<file path="src/rtl/mem_port_arbiter.sv">
// Round-robin arbiter sharing memory port B between NUM_REQ requesters.
// One transaction in flight: IDLE grants, ISSUE pulses the enables, WAIT holds for done.
module mem_port_arbiter #(
    parameter int NUM_REQ       = 2,
    parameter int MAIN_RAM_SIZE = 4096,
    parameter int ADDR_W        = $clog2(MAIN_RAM_SIZE)
) (
    input  logic                        clk,
    input  logic                        reset,
    input  logic [NUM_REQ*ADDR_W-1:0]   req_addr,
    input  logic [NUM_REQ*32-1:0]       req_data_i,
    input  logic [NUM_REQ*4-1:0]        req_data_en,
    input  logic [NUM_REQ-1:0]          req_write_en,
    input  logic [NUM_REQ-1:0]          req_read_en,
    output logic [NUM_REQ*32-1:0]       req_data_o,
    output logic [NUM_REQ-1:0]          req_done,
    output logic [ADDR_W-1:0]           mem_addr,
    output logic [31:0]                 mem_data_i,
    output logic [3:0]                  mem_data_en,
    output logic                        mem_write_en,
    output logic                        mem_read_en,
    input  logic [31:0]                 mem_data_o,
    input  logic                        mem_done,
    output logic                        busy,
    output logic [$clog2(NUM_REQ)-1:0]  grant_id
);

    localparam int GW = $clog2(NUM_REQ);

    typedef enum logic [1:0] {
        S_IDLE,
        S_ISSUE,
        S_WAIT
    } state_e;

    state_e            state_q, state_d;
    logic [GW-1:0]     lastGrant_q, lastGrant_d;
    logic [GW-1:0]     grant_q, grant_d;
    logic [ADDR_W-1:0] memAddr_q, memAddr_d;
    logic [31:0]       memWdata_q, memWdata_d;
    logic [3:0]        memBe_q, memBe_d;
    logic              memRe_q, memRe_d;
    logic              memWe_q, memWe_d;
    logic              isRead_q, isRead_d;

    logic [ADDR_W-1:0] reqAddrArr  [NUM_REQ];
    logic [31:0]       reqWdataArr [NUM_REQ];
    logic [3:0]        reqBeArr    [NUM_REQ];
    logic [NUM_REQ-1:0] pending;
    logic [GW-1:0]     scanIdx;
    logic [GW-1:0]     winner;
    logic              winFound;
    logic              doneHit;

    for (genvar g = 0; g < NUM_REQ; g++) begin : gUnpack
        assign reqAddrArr[g]  = req_addr[g*ADDR_W +: ADDR_W];
        assign reqWdataArr[g] = req_data_i[g*32 +: 32];
        assign reqBeArr[g]    = req_data_en[g*4 +: 4];
        // Write-only completions return zero rather than the memory's read bus.
        assign req_data_o[g*32 +: 32] = (req_done[g] && isRead_q) ? mem_data_o : 32'h0;
    end

    assign pending = req_read_en | req_write_en;

    // Scan from the requester after the last winner so every index gets a turn.
    always_comb begin
        winFound = 1'b0;
        winner   = '0;
        scanIdx  = '0;
        for (int k = 1; k <= NUM_REQ; k++) begin
            scanIdx = GW'((int'(lastGrant_q) + k) % NUM_REQ);
            if (!winFound && pending[scanIdx]) begin
                winFound = 1'b1;
                winner   = scanIdx;
            end
        end
    end

    always_ff @(posedge clk) begin
        if (reset) begin
            state_q     <= S_IDLE;
            lastGrant_q <= GW'(NUM_REQ - 1);
            grant_q     <= '0;
            memAddr_q   <= '0;
            memWdata_q  <= '0;
            memBe_q     <= '0;
            memRe_q     <= 1'b0;
            memWe_q     <= 1'b0;
            isRead_q    <= 1'b0;
        end else begin
            state_q     <= state_d;
            lastGrant_q <= lastGrant_d;
            grant_q     <= grant_d;
            memAddr_q   <= memAddr_d;
            memWdata_q  <= memWdata_d;
            memBe_q     <= memBe_d;
            memRe_q     <= memRe_d;
            memWe_q     <= memWe_d;
            isRead_q    <= isRead_d;
        end
    end

    // Address/data/byte-enables keep their last value; only the enables are pulsed.
    always_comb begin
        state_d     = state_q;
        lastGrant_d = lastGrant_q;
        grant_d     = grant_q;
        memAddr_d   = memAddr_q;
        memWdata_d  = memWdata_q;
        memBe_d     = memBe_q;
        memRe_d     = memRe_q;
        memWe_d     = memWe_q;
        isRead_d    = isRead_q;
        case (state_q)
            S_IDLE: begin
                if (winFound) begin
                    grant_d    = winner;
                    memAddr_d  = reqAddrArr[winner];
                    memWdata_d = reqWdataArr[winner];
                    memBe_d    = reqBeArr[winner];
                    memRe_d    = req_read_en[winner];
                    memWe_d    = req_write_en[winner];
                    isRead_d   = req_read_en[winner];
                    state_d    = S_ISSUE;
                end
            end
            S_ISSUE: begin
                memRe_d = 1'b0;
                memWe_d = 1'b0;
                state_d = S_WAIT;
            end
            S_WAIT: begin
                if (mem_done) begin
                    lastGrant_d = grant_q;
                    state_d     = S_IDLE;
                end
            end
            default: begin
                state_d = S_IDLE;
                memRe_d = 1'b0;
                memWe_d = 1'b0;
            end
        endcase
    end

    always_comb begin
        busy     = (state_q != S_IDLE);
        doneHit  = (state_q == S_WAIT) && mem_done;
        req_done = '0;
        if (doneHit) begin
            req_done = NUM_REQ'(1) << grant_q;
        end
    end

    assign grant_id     = grant_q;
    assign mem_addr     = memAddr_q;
    assign mem_data_i   = memWdata_q;
    assign mem_data_en  = memBe_q;
    assign mem_read_en  = memRe_q;
    assign mem_write_en = memWe_q;

endmodule

</file>
<file path="config.mk">
export PLATFORM = sky130hd
export DESIGN_NAME = mem_port_arbiter
export DESIGN_NICKNAME = d
export VERILOG_FILES = /design/src/rtl/mem_port_arbiter.sv
export SDC_FILE = /design/constraint.sdc
export NUM_CORES = 1
export LEC_CHECK = 0
export ABC_CLOCK_PERIOD_IN_PS = 1890
export CAP_MARGIN = 40
export CORE_AREA = 2 2 98 100
export DETAILED_ROUTE_END_ITERATION = 8
export DIE_AREA = 0 0 100 102
export HOLD_SLACK_MARGIN = 0.02
export PLACE_DENSITY = 0.85
export SYNTH_ARGS = -nofsm -noshare
export SYNTH_HDL_FRONTEND = slang
export SYNTH_SLANG_ARGS = --single-unit
</file>
<file path="constraint.sdc">
create_clock -name clk -period 1.89 [get_ports clk]
set_input_delay 0.2835 -clock clk [delete_from_list [all_inputs] [get_ports clk]]
set_output_delay 0.2835 -clock clk [all_outputs]
set_load 0.05 [all_outputs]
</file>
==> run_results.csv <==
group,metric,value,unit
cells_and_area,design_area,6646,um2
synthesis,syn_nets,517,
cells_and_area,multi_input_area,1817,um2
synthesis,synth_cell_type_count,27,
setup_path,worstPathArrival,1650,ps
floorplan,dieArea,10200,um2
timing,period_share,102.1,%
grt,grt_max_degree,30,
synthesis,synth_area,2885,um2
synthesis,netlist_top_cells_area,"dfxtp_1 38%, and2_1 14%, a211oi_1 12%",
setup_path,critPathTopFamily,"simple AND/OR/NAND/NOR gates",
grt,grt_overflow_total,0,
timing,tns,-407.8,ps
routing,drtPass1Iterations,4,
cells_and_area,area_growth,130.4,%
status,violations,"setup timing",
cells_and_area,antenna_cells,0,
timing,drv_slew,0,
synthesis,yosysMostFrequentCell,"and2_1",
floorplan,die_w,100,um
grt,grtUsageTotal,25.10,%
clock_network,clock_sinks,55,
clock_network,tritoncts,"done",
timing,finalCriticalPeriod,1930,ps
setup_path,r2r_start,"state_q[0]",
floorplan,die-height,102,um
hold_path,hp-class,"primary input to register",
synthesis,synth_top_area_share,38.16,%
cells_and_area,regArea,1110,um2
synthesis,async_reset_ff_share,0,%
status,status,"finished, violations left",
floorplan,core,9109,um2
timing,max_freq,518.0,MHz
cells_and_area,drive_above_1_share,28.98,%
placement,portBuffers,252,
setup_path,reg2reg_setup_slack,100,ps
synthesis,yosysWarnings,0,
setup_path,critPathBufInv,2,
timing,finalSetupViolCount,31,
routing,initialDrtViolationCount,189,
hold_path,min_path_cells,2,
grt,grt_pass1_wl,20.02,mm
timing,maxSlewHeadroom,63.30,%
routing,ant_nets,0,
power,ir_drop,387.9,uV
cells_and_area,utilization,72.97,%
setup_path,crit_fanout,7,
setup_path,start_kind,"register",
setup_path,critPathCaptureType,"output port",
clock_network,clockBufferDepth,2,
clock_network,clock_latency,290,ps
power,leakage,0.002706,uW
grt,antenna_found_initial,1,
grt,grt_pass1_vias,3940,
floorplan,io_pins,253,
clock_network,cts_hold_buf,0,
setup_path,reg2reg_to,"mem_data_i[9]",
synthesis,synth_cells,382,
floorplan,core.rowCount,35,
synthesis,yosysTopAreaCell,"dfxtp_1",
placement,gp_congestion,0.8443,
timing,rsz0062_at_grt,"true",
synthesis,netlist_top_cells_count,"65 x and2_1, 55 x dfxtp_1, 55 x nor2_1",
clock_network,cts-buffers-inserted,5,
setup_path,max_stage_delay,350,ps
clock_network,htreeDepth,2,
placement,dpl_cell_area,6311,um2
synthesis,synth.avg_cell_area,7.553,um2
setup_path,worst_path_max_delay_cell,"dfxtp_4",
routing,routed_via_density,5.172,
synthesis,ys.flop_type,"dfxtp_1",
clock_network,root_buffer,"clkbuf_8",
synthesis,seq_area_frac_synth,38.16,%
setup_path,worstPathCellList,"and3b_2, nand2_2, nor2_4, buf_6, and2_4, buf_12",
hold_path,min_to,"state_q[0]",
routing,drc,0,
timing,setup_ws,-40.44,ps
floorplan,initial_utilization,31.68,%
synthesis,synth-seq-cells,55,
job,cap_viol_max_count,0,
timing,fin_skew,4.720,ps
power,power.density,589.1,nW/um2
clock_network,cts.clk_slew.worst_paths,90,ps
power,power,3915,uW
placement,hpwl,10.70,mm
setup_path,crit_type,"register to output port",
routing,drt_wl_total,13.90,mm
synthesis,synth_edf_count,0,
cells_and_area,final_nets,771,
timing,hold_viol_final,0,
cells_and_area,nFillCells,645,
setup_path,critical_path_required,1610,ps
timing,tightest_slew,549.9,ps
routing,vias,3858,
hold_path,min-delay-start,"reset",
setup_path,crit_path_start,"state_q[0]",
routing,wl_per_cell,18.63,um
setup_path,rr_worst_depth,6,
timing,holdWs,412.4,ps
-- metrics by stage --
stage | instances | setup slack (ps)
after CTS | 744 | -82.81
final | 746 | -40.44
after global routing | 746 | -95.22
after detailed placement | 736 | -275.8
after floorplan | 382 | 154.9
after global placement | 735 | -327.3
-- metal layers --
metal | track usage, % | part of all wire, %
met1 | 27.22 | 37
met2 | 46.31 | 51
met3 | 7.045 | 8.1
met4 | 10.12 | 3.1
met5 | 0 | 0.094
-- area by class of cell --
cell class                      count  share of cell area [%]
Timing Repair Buffer              279                   52.73
Multi-Input combinational cell    294                   27.33
Sequential cell                    55                   16.70
Tap cell                          111                   2.090
Clock buffer                        6                   1.092
Inverter                            1                 0.05648
-- placed cells by master, fill, tap and decap left out, types with 2 or more instances in the layout --
master           synthesis  layout
clkdlybuf4s50_1          0     181
buf_12                   0      72
and2_4                   0      63
nor2_1                  55      53
nand2_1                 53      52
dfxtp_1                 55      52
a21oi_1                 53      50
a211oi_1                48      47
buf_4                    2      15
buf_6                    6       6
clkbuf_8                 0       5
a21oi_2                  0       3
and2_1                  65       2
nor2_4                   0       2
or2_4                    1       2
nand2b_1                 2       2
o21ai_0                  3       2
buf_8                    0       2
dfxtp_4                  0       2
-- sequential cells by signal, indices dropped and copies added (netlist names) --
signal        cells
grant_id          1
mem_read_en       1
mem_addr         12
mem_write_en      1
isRead_q          1
mem_data_i       32
lastGrant_q       1
mem_data_en       4
state_q           2
-- power breakdown --
part	leakage [uW]	switching, uW	internal [uW]
logic	0.00221	1120	796
registers	0.000459	91.4	1320
clock network	0.0000371	346	248
-- timing repair --
action | 4_1_cts | 5_1_grt
gates resized for setup | 84 | 7
setup endpoints to repair | 64 | 82
buffers inserted | 1 | 1
gates cloned | 3 | 1
pin swaps | 23 | 12
-- worst max-delay path by stage --
stage	endpoint	slack, ps	cells past startpoint
after global placement	mem_data_en[1]	-330	6
after detailed placement	req_data_o[42]	-280	6
final	req_data_o[6]	-40	6
after global routing	req_data_o[6]	-100	6
after floorplan	req_data_o[10]	150	5
after CTS	req_data_o[6]	-80	6
-- logic make-up (layout without fill, tap and decap cells) --
family	count (synthesis)	in the layout	synth area share (%)
compound gates	109	109	24.24
buf+inv	34	286	6.461
flops	55	55	38.16
mux	1	1	0.3469
simple gates	183	184	30.79
(Power assumes the default switching activity.)
